===== config.mk =====
export PLATFORM = sky130hd
export DESIGN_NAME = clock_set_ctrl
export DESIGN_NICKNAME = d
export VERILOG_FILES = /design/src/rtl/clock_set_ctrl.sv
export SDC_FILE = /design/constraint.sdc
export NUM_CORES = 1
export LEC_CHECK = 0
export CORE_MARGIN = 2
export CORE_UTILIZATION = 45
export CTS_BUF_LIST = sky130_fd_sc_hd__clkbuf_2 sky130_fd_sc_hd__clkbuf_4 sky130_fd_sc_hd__clkbuf_8
export DETAILED_ROUTE_END_ITERATION = 16
export GPL_ROUTABILITY_DRIVEN = 0
export GPL_TIMING_DRIVEN = 0
export HOLD_SLACK_MARGIN = 0.02
export PLACE_DENSITY = 0.71
export SLEW_MARGIN = 20
export SYNTH_ARGS = -nofsm -noshare
export SYNTH_HDL_FRONTEND = slang
export SYNTH_SLANG_ARGS = --single-unit

===== constraint.sdc =====
create_clock -name clock -period 2.4 [get_ports clock]
set_clock_uncertainty 0.05 [all_clocks]
set_input_delay 0.48 -clock clock [delete_from_list [all_inputs] [get_ports clock]]
set_output_delay 0.48 -clock clock [all_outputs]
set_load 0.1 [all_outputs]

===== src/rtl/clock_set_ctrl.sv =====
// -----------------------------------------------------------------------------
// clock_set_ctrl
//
// Time-setting controller for the sec/min/hour clock core. Three push buttons
// drive a set-mode state machine that edits a shadow copy of the time. The
// edited time is committed to the core through a one-cycle-per-field load
// burst (hours, then minutes, then seconds). The core's count enable is held
// low from entry into set mode until the burst has finished.
//
// Parameters
//   BLINK_DIV   clock cycles per half-period of blink
//   DEB_CYCLES  debounce stability window in cycles (debounce build only)
//
// Ports
//   clock      in   system clock, rising edge
//   reset      in   synchronous, active-high reset
//   btn_mode   in   async button: enter set mode / next field / commit
//   btn_inc    in   async button: increment selected field
//   btn_dec    in   async button: decrement selected field
//   sec        in   [5:0] current seconds from the core
//   min        in   [5:0] current minutes from the core
//   hour       in   [4:0] current hours from the core
//   data1      out  [5:0] seconds load value
//   data2      out  [5:0] minutes load value
//   data3      out  [5:0] hours load value, {1'b0, shadow hour}
//   load1/2/3  out  one-cycle load strobes for seconds / minutes / hours
//   enable     out  core count enable
//   set_field  out  [1:0] field being edited: 0 none, 1 hour, 2 min, 3 sec
//   blink      out  display blink square wave
//
// Build option
//   CLKSET_DEBOUNCE_EN  when defined, each synchronized button passes through
//                       a counter debouncer before edge detection.
// -----------------------------------------------------------------------------
module clock_set_ctrl #(
    parameter int BLINK_DIV  = 25_000_000,
    parameter int DEB_CYCLES = 16
) (
    input  logic       clock,
    input  logic       reset,
    input  logic       btn_mode,
    input  logic       btn_inc,
    input  logic       btn_dec,
    input  logic [5:0] sec,
    input  logic [5:0] min,
    input  logic [4:0] hour,
    output logic [5:0] data1,
    output logic [5:0] data2,
    output logic [5:0] data3,
    output logic       load1,
    output logic       load2,
    output logic       load3,
    output logic       enable,
    output logic [1:0] set_field,
    output logic       blink
);

    typedef enum logic [2:0] {
        ST_RUN   = 3'd0,
        ST_SET_H = 3'd1,
        ST_SET_M = 3'd2,
        ST_SET_S = 3'd3,
        ST_LD_H  = 3'd4,
        ST_LD_M  = 3'd5,
        ST_LD_S  = 3'd6
    } state_e;

    localparam int BLINK_W = $clog2(BLINK_DIV + 1);

    if (BLINK_DIV < 1 || DEB_CYCLES < 1) begin : g_bad_param
        $error("clock_set_ctrl: BLINK_DIV and DEB_CYCLES must be >= 1");
    end

    // -------------------------------------------------------------------------
    // Button conditioning: 2-flop synchronizer, optional debouncer, rising edge
    // -------------------------------------------------------------------------
    logic [2:0] btn_raw;
    logic [2:0] sync1_q;
    logic [2:0] sync2_q;
    logic [2:0] btn_lvl;
    logic [2:0] prev_q;
    logic [2:0] btn_pulse;

    assign btn_raw = {btn_dec, btn_inc, btn_mode};

    // NOTE: reset is sampled inside the clocked block (synchronous), and every
    // flop is updated with <= so all registers see the pre-edge values.
    always_ff @(posedge clock) begin
        if (reset) begin
            sync1_q <= '0;
            sync2_q <= '0;
            prev_q  <= '0;
        end else begin
            sync1_q <= btn_raw;
            sync2_q <= sync1_q;
            prev_q  <= btn_lvl;
        end
    end

`ifdef CLKSET_DEBOUNCE_EN
    localparam int DEB_W = $clog2(DEB_CYCLES + 1);

    logic [2:0]            filt_q;
    logic [2:0][DEB_W-1:0] deb_cnt_q;

    // The filtered level follows the synced level only after it has differed
    // for DEB_CYCLES consecutive cycles; any agreement restarts the count.
    always_ff @(posedge clock) begin
        if (reset) begin
            filt_q    <= '0;
            deb_cnt_q <= '0;
        end else begin
            for (int i = 0; i < 3; i++) begin
                if (sync2_q[i] != filt_q[i]) begin
                    if (deb_cnt_q[i] == DEB_W'(DEB_CYCLES - 1)) begin
                        filt_q[i]    <= sync2_q[i];
                        deb_cnt_q[i] <= '0;
                    end else begin
                        deb_cnt_q[i] <= deb_cnt_q[i] + 1'b1;
                    end
                end else begin
                    deb_cnt_q[i] <= '0;
                end
            end
        end
    end

    assign btn_lvl = filt_q;
`else
    assign btn_lvl = sync2_q;
`endif

    assign btn_pulse = btn_lvl & ~prev_q;

    logic mode_p;
    logic inc_p;
    logic dec_p;
    logic edit_inc;
    logic edit_dec;

    assign mode_p = btn_pulse[0];
    assign inc_p  = btn_pulse[1];
    assign dec_p  = btn_pulse[2];

    // Mode outranks edits; inc together with dec cancels out.
    assign edit_inc = inc_p & ~dec_p & ~mode_p;
    assign edit_dec = dec_p & ~inc_p & ~mode_p;

    // -------------------------------------------------------------------------
    // FSM: state register / next state / outputs
    // -------------------------------------------------------------------------
    state_e state_q;
    state_e state_d;

    always_ff @(posedge clock) begin
        if (reset) begin
            state_q <= ST_RUN;
        end else begin
            state_q <= state_d;
        end
    end

    // NOTE: every variable driven here gets a default first, so no path
    // leaves it unassigned and no latch is inferred.
    always_comb begin
        state_d = state_q;
        case (state_q)
            ST_RUN:   if (mode_p) state_d = ST_SET_H;
            ST_SET_H: if (mode_p) state_d = ST_SET_M;
            ST_SET_M: if (mode_p) state_d = ST_SET_S;
            ST_SET_S: if (mode_p) state_d = ST_LD_H;
            ST_LD_H:  state_d = ST_LD_M;
            ST_LD_M:  state_d = ST_LD_S;
            ST_LD_S:  state_d = ST_RUN;
            default:  state_d = ST_RUN;
        endcase
    end

    always_comb begin
        enable    = 1'b0;
        set_field = 2'd0;
        load1     = 1'b0;
        load2     = 1'b0;
        load3     = 1'b0;
        case (state_q)
            ST_RUN:   enable    = 1'b1;
            ST_SET_H: set_field = 2'd1;
            ST_SET_M: set_field = 2'd2;
            ST_SET_S: set_field = 2'd3;
            ST_LD_H:  load3     = 1'b1;
            ST_LD_M:  load2     = 1'b1;
            ST_LD_S:  load1     = 1'b1;
            default:  enable    = 1'b1;
        endcase
    end

    // -------------------------------------------------------------------------
    // Shadow time and load data
    // -------------------------------------------------------------------------
    // Steps a field within 0..top with wrap-around. A value already above top
    // (captured from a misbehaving core) snaps to 0 on its first edit.
    function automatic logic [5:0] step_field(input logic [5:0] v,
                                              input logic [5:0] top,
                                              input logic       up);
        if (v > top) return 6'd0;
        if (up)      return (v == top) ? 6'd0 : v + 6'd1;
        return (v == 6'd0) ? top : v - 6'd1;
    endfunction

    logic [4:0] sh_h_q, sh_h_d;
    logic [5:0] sh_m_q, sh_m_d;
    logic [5:0] sh_s_q, sh_s_d;
    logic [4:0] data_h_q;
    logic [5:0] data_m_q;
    logic [5:0] data_s_q;
    logic       edit;

    assign edit = edit_inc | edit_dec;

    always_comb begin
        sh_h_d = sh_h_q;
        sh_m_d = sh_m_q;
        sh_s_d = sh_s_q;
        case (state_q)
            ST_RUN: begin
                if (mode_p) begin
                    sh_h_d = hour;
                    sh_m_d = min;
                    sh_s_d = sec;
                end
            end
            ST_SET_H: if (edit) sh_h_d = 5'(step_field({1'b0, sh_h_q}, 6'd23, edit_inc));
            ST_SET_M: if (edit) sh_m_d = step_field(sh_m_q, 6'd59, edit_inc);
            ST_SET_S: if (edit) sh_s_d = step_field(sh_s_q, 6'd59, edit_inc);
            default: ;
        endcase
    end

    // Load data trails the shadow by one cycle, so it is settled for at least
    // one cycle before any strobe and stays constant through the burst.
    always_ff @(posedge clock) begin
        if (reset) begin
            sh_h_q   <= '0;
            sh_m_q   <= '0;
            sh_s_q   <= '0;
            data_h_q <= '0;
            data_m_q <= '0;
            data_s_q <= '0;
        end else begin
            sh_h_q   <= sh_h_d;
            sh_m_q   <= sh_m_d;
            sh_s_q   <= sh_s_d;
            data_h_q <= sh_h_q;
            data_m_q <= sh_m_q;
            data_s_q <= sh_s_q;
        end
    end

    assign data1 = data_s_q;
    assign data2 = data_m_q;
    assign data3 = {1'b0, data_h_q};

    // -------------------------------------------------------------------------
    // Blink generator; phase restarts when set mode is entered so the first
    // blink period of an edit session is always full length.
    // -------------------------------------------------------------------------
    logic [BLINK_W-1:0] blink_cnt_q;
    logic               blink_q;
    logic               blink_restart;

    assign blink_restart = (state_q == ST_RUN) && (state_d == ST_SET_H);

    always_ff @(posedge clock) begin
        if (reset) begin
            blink_cnt_q <= '0;
            blink_q     <= 1'b0;
        end else if (blink_restart) begin
            blink_cnt_q <= '0;
        end else if (blink_cnt_q == BLINK_W'(BLINK_DIV - 1)) begin
            blink_cnt_q <= '0;
            blink_q     <= ~blink_q;
        end else begin
            blink_cnt_q <= blink_cnt_q + 1'b1;
        end
    end

    assign blink = blink_q;

endmodule


==> flow_summary.toml <==
[floorplanning]
coreArea_um2 = 8180
num_io_pins = 47
start_util = 0.463
die_area_um2 = 9150
fp.dieH_um = 95.7
die_w_um = 95.7
row_count = 33

[detailed_routing]
viasPerCell = 5.60
first_pass_iters = 5
vias = 3450
drt.antenna.violating_nets = 0
drt_iter0_drc = 144
drcViolationCount = 0
drt-total-wl_mm = 9.17
wire_per_inst_um = 14.9

[clocking]
cts_tree = "yes"
clock-root-buffer = "clkbuf_8"
clockBufferDepth = 2
cts_buffers = 9
path_clk_slew_ns = 0.08
insertion_delay_ns = 0.36
numClockSinks = 72
htree_levels = 3
cts_hold_buf = 0

[yosys]
synthAdderAreaFrac = 0.0298
ys_warn_count = 0
synthFlopType = "dfxtp_1"
yosysSeqAreaShare = 0.381
yosys.area_share.simple = 0.285
netlist_instances = 451
synth_xor_area_frac = 0.0761
synth_edf_count = 0
synth-seq-cells = 72
syn_area_per_cell_um2 = 8.39
synth_area_um2 = 3780
ys_types = 63
synth_area_leader_cell = "dfxtp_1"
synth_compound_gate_area_share = 0.159
synth_top_family_by_area = "simple AND/OR/NAND/NOR gates"
synthTopCellsByArea = "dfxtp_1 38%, nor2_1 5.2%, xor2_1 4.6%"
synthDominantCellAreaShare = 0.381
synthMuxAreaShare = 0.00827
async_reset_ff_frac = 0
synth.net_count = 482

[timing]
setup_viol = 0
final_max_slew_viol_count = 0
final-hold-violation-count = 0
finalSetupTns_ns = 0
setup_slack_ns = 0.0671
rsz0062_at_grt = "false"
max_freq_mhz = 429
period_needed_ns = 2.33
slew_headroom = 0.348
period_share = 0.972
worst_pin_slew_ns = 0.976
hold-worst-slack_ns = 0.389

[global_route]
grt_first_pass_wirelength_mm = 15.2
grt_max_degree = 12
antenna_found_initial = 0
grt_usage = 0.216
grt_pass1_vias = 3147
grt_overflow = 0

[critical_path]
criticalPathCategory = "flop to output port"
critPathCaptureType = "output port"
crit_start = "data1[1]"
cpMaxStageDelayCell = "clkdlybuf4s50_1"
cp_cell_sequence = "clkdlybuf4s50_1"
r2r_cells = 6
start_kind = "flop"
crit_arrival_ns = 1.80
required_ns = 1.87
cp_num_cells = 1
worstPathMaxFanout = 1
critPathBufInv = 1
cp_slowest_stage_delay_ns = 1.13
r2r_start = "state_q[2]"
cp_top_family = "buffers and inverters"

[cells_and_area]
mostFrequentLayoutCells = "72 x dfxtp_1, 51 x nor2_1, 37 x clkdlybuf4s50_1"
fillerInstances = 759
multi_input_area_um2 = 2130
instances_no_fill = 616
area_delta_synth_final_pct = 21.3
final_common_cell = "dfxtp_1"
final_core_util = 0.561
drive_gt1_frac = 0.112
diodes = 0
register_area_um2 = 1440
fin_nets = 537

[power_and_ir_drop]
p_int_mw = 2.05
p_leak_nw = 1.76
switching_share = 0.274
p_comb_frac = 0.162
seqPwrFrac = 0.446
powerDensity_nw_per_um2 = 616
vdd_drop_max_mv = 0.284
power.share.clock = 0.391
p_sw_uw = 773

[hold_path]
hold_class = "flop to flop"
hp-start = "sync1_q[1]"
holdPathStages = 1

[placement]
port_buffers = 44
dp_cells = 600
hpwl_mm = 6.59
pre_cts_ws_ns = -0.232

[outcome]
run_status = "completed"

[job]
drv_cap = 0
==> flip-flops by register name, summed over array words and instances, names as in the netlist <==
| name | flops |
|---|---|
| blink | 1 |
| sh_m_q | 6 |
| data1 | 6 |
| btn_lvl | 3 |
| sync1_q | 3 |
| sh_s_q | 6 |
| prev_q | 3 |
| blink_cnt_q | 25 |
| data2 | 6 |
| state_q | 3 |
| sh_h_q | 5 |
| data_h_q | 5 |
==> final cells by class <==
type | count | area share
flip-flops and latches | 72 | 0.314
clock buffers | 13 | 0.0349
clock inverters | 3 | 0.0142
well taps | 105 | 0.0286
multi-input cells | 331 | 0.465
inverters | 19 | 0.0155
repair buffers | 44 | 0.0938
plain buffers | 29 | 0.0335
==> worst register-to-register path, cell delays in order, from the launching register on <==
cell and delay (ns):
dfxtp_1 0.33, buf_2 0.18, nor2_1 0.19, nand2_1 0.22, a41oi_1 0.47, o211ai_1 0.19, a311oi_1 0.32
==> power by group through the flow <==
| stage | registers, mW | logic, mW | clock network [mW] |
|---|---|---|---|
| after floorplan | 1.35 | 0.267 | 0 |
| after global placement | 1.29 | 0.448 | 0 |
| after detailed placement | 1.29 | 0.454 | 0 |
| after CTS | 1.26 | 0.455 | 1.12 |
| after global routing | 1.27 | 0.495 | 1.17 |
| final | 1.26 | 0.458 | 1.11 |
==> layer usage <==
layer | vias to the layer above | routed length [µm] | GRT usage
met3 | 16 | 563 | 0.0435
met2 | 114 | 3990 | 0.319
met4 | 0 | 195 | 0.0940
met1 | 1622 | 4410 | 0.304
li1 | 1698 | - | -
met5 | - | 0 | 0
==> path summary, 6_finish.rpt <==
check,end,slack (ns)
max reg2reg,sh_m_q[4],0.33
min reg2reg,btn_lvl[1],0.39
min,btn_lvl[1],0.39
max,data1[1],0.07
==> kinds of logic after synthesis <==
kind of cell | after synthesis
XOR/XNOR | 32
AND/OR/NAND/NOR | 202
buffers and inverters | 48
adder cells (fa/ha/maj) | 9
multiplexers | 3
other | 1
AO/OA/AOI/OAI | 84
flip-flops | 72
==> what timing repair did <==
action	CTS	global route
setup buffers	0	0
gates resized for setup	19	4
setup endpoints to repair	7	3
pin swaps	0	0
==> per-stage QoR <==
stage                     total power, mW  cell area, µm²
after floorplan                      1.62            3800
after global placement               1.73            4370
after detailed placement             1.74            4370
after CTS                            2.84            4590
after global routing                 2.93            4590
final                                2.82            4590
==> cells in the mapped netlist (all sizes together), types with 6 or more instances <==
cell	number
nor2	52
clkbuf	13
inv	19
a311oi	13
buf	16
o211ai	7
nand2b	6
xor2	20
a21oi	16
o21ai	10
dfxtp	72
nand2	32
xnor2	12
nand4	10
o31ai	8
nor3	27
nand3	17
and2	6
ha	9
nor2b	21
No activity file was read; power rests on OpenSTA's default activity.
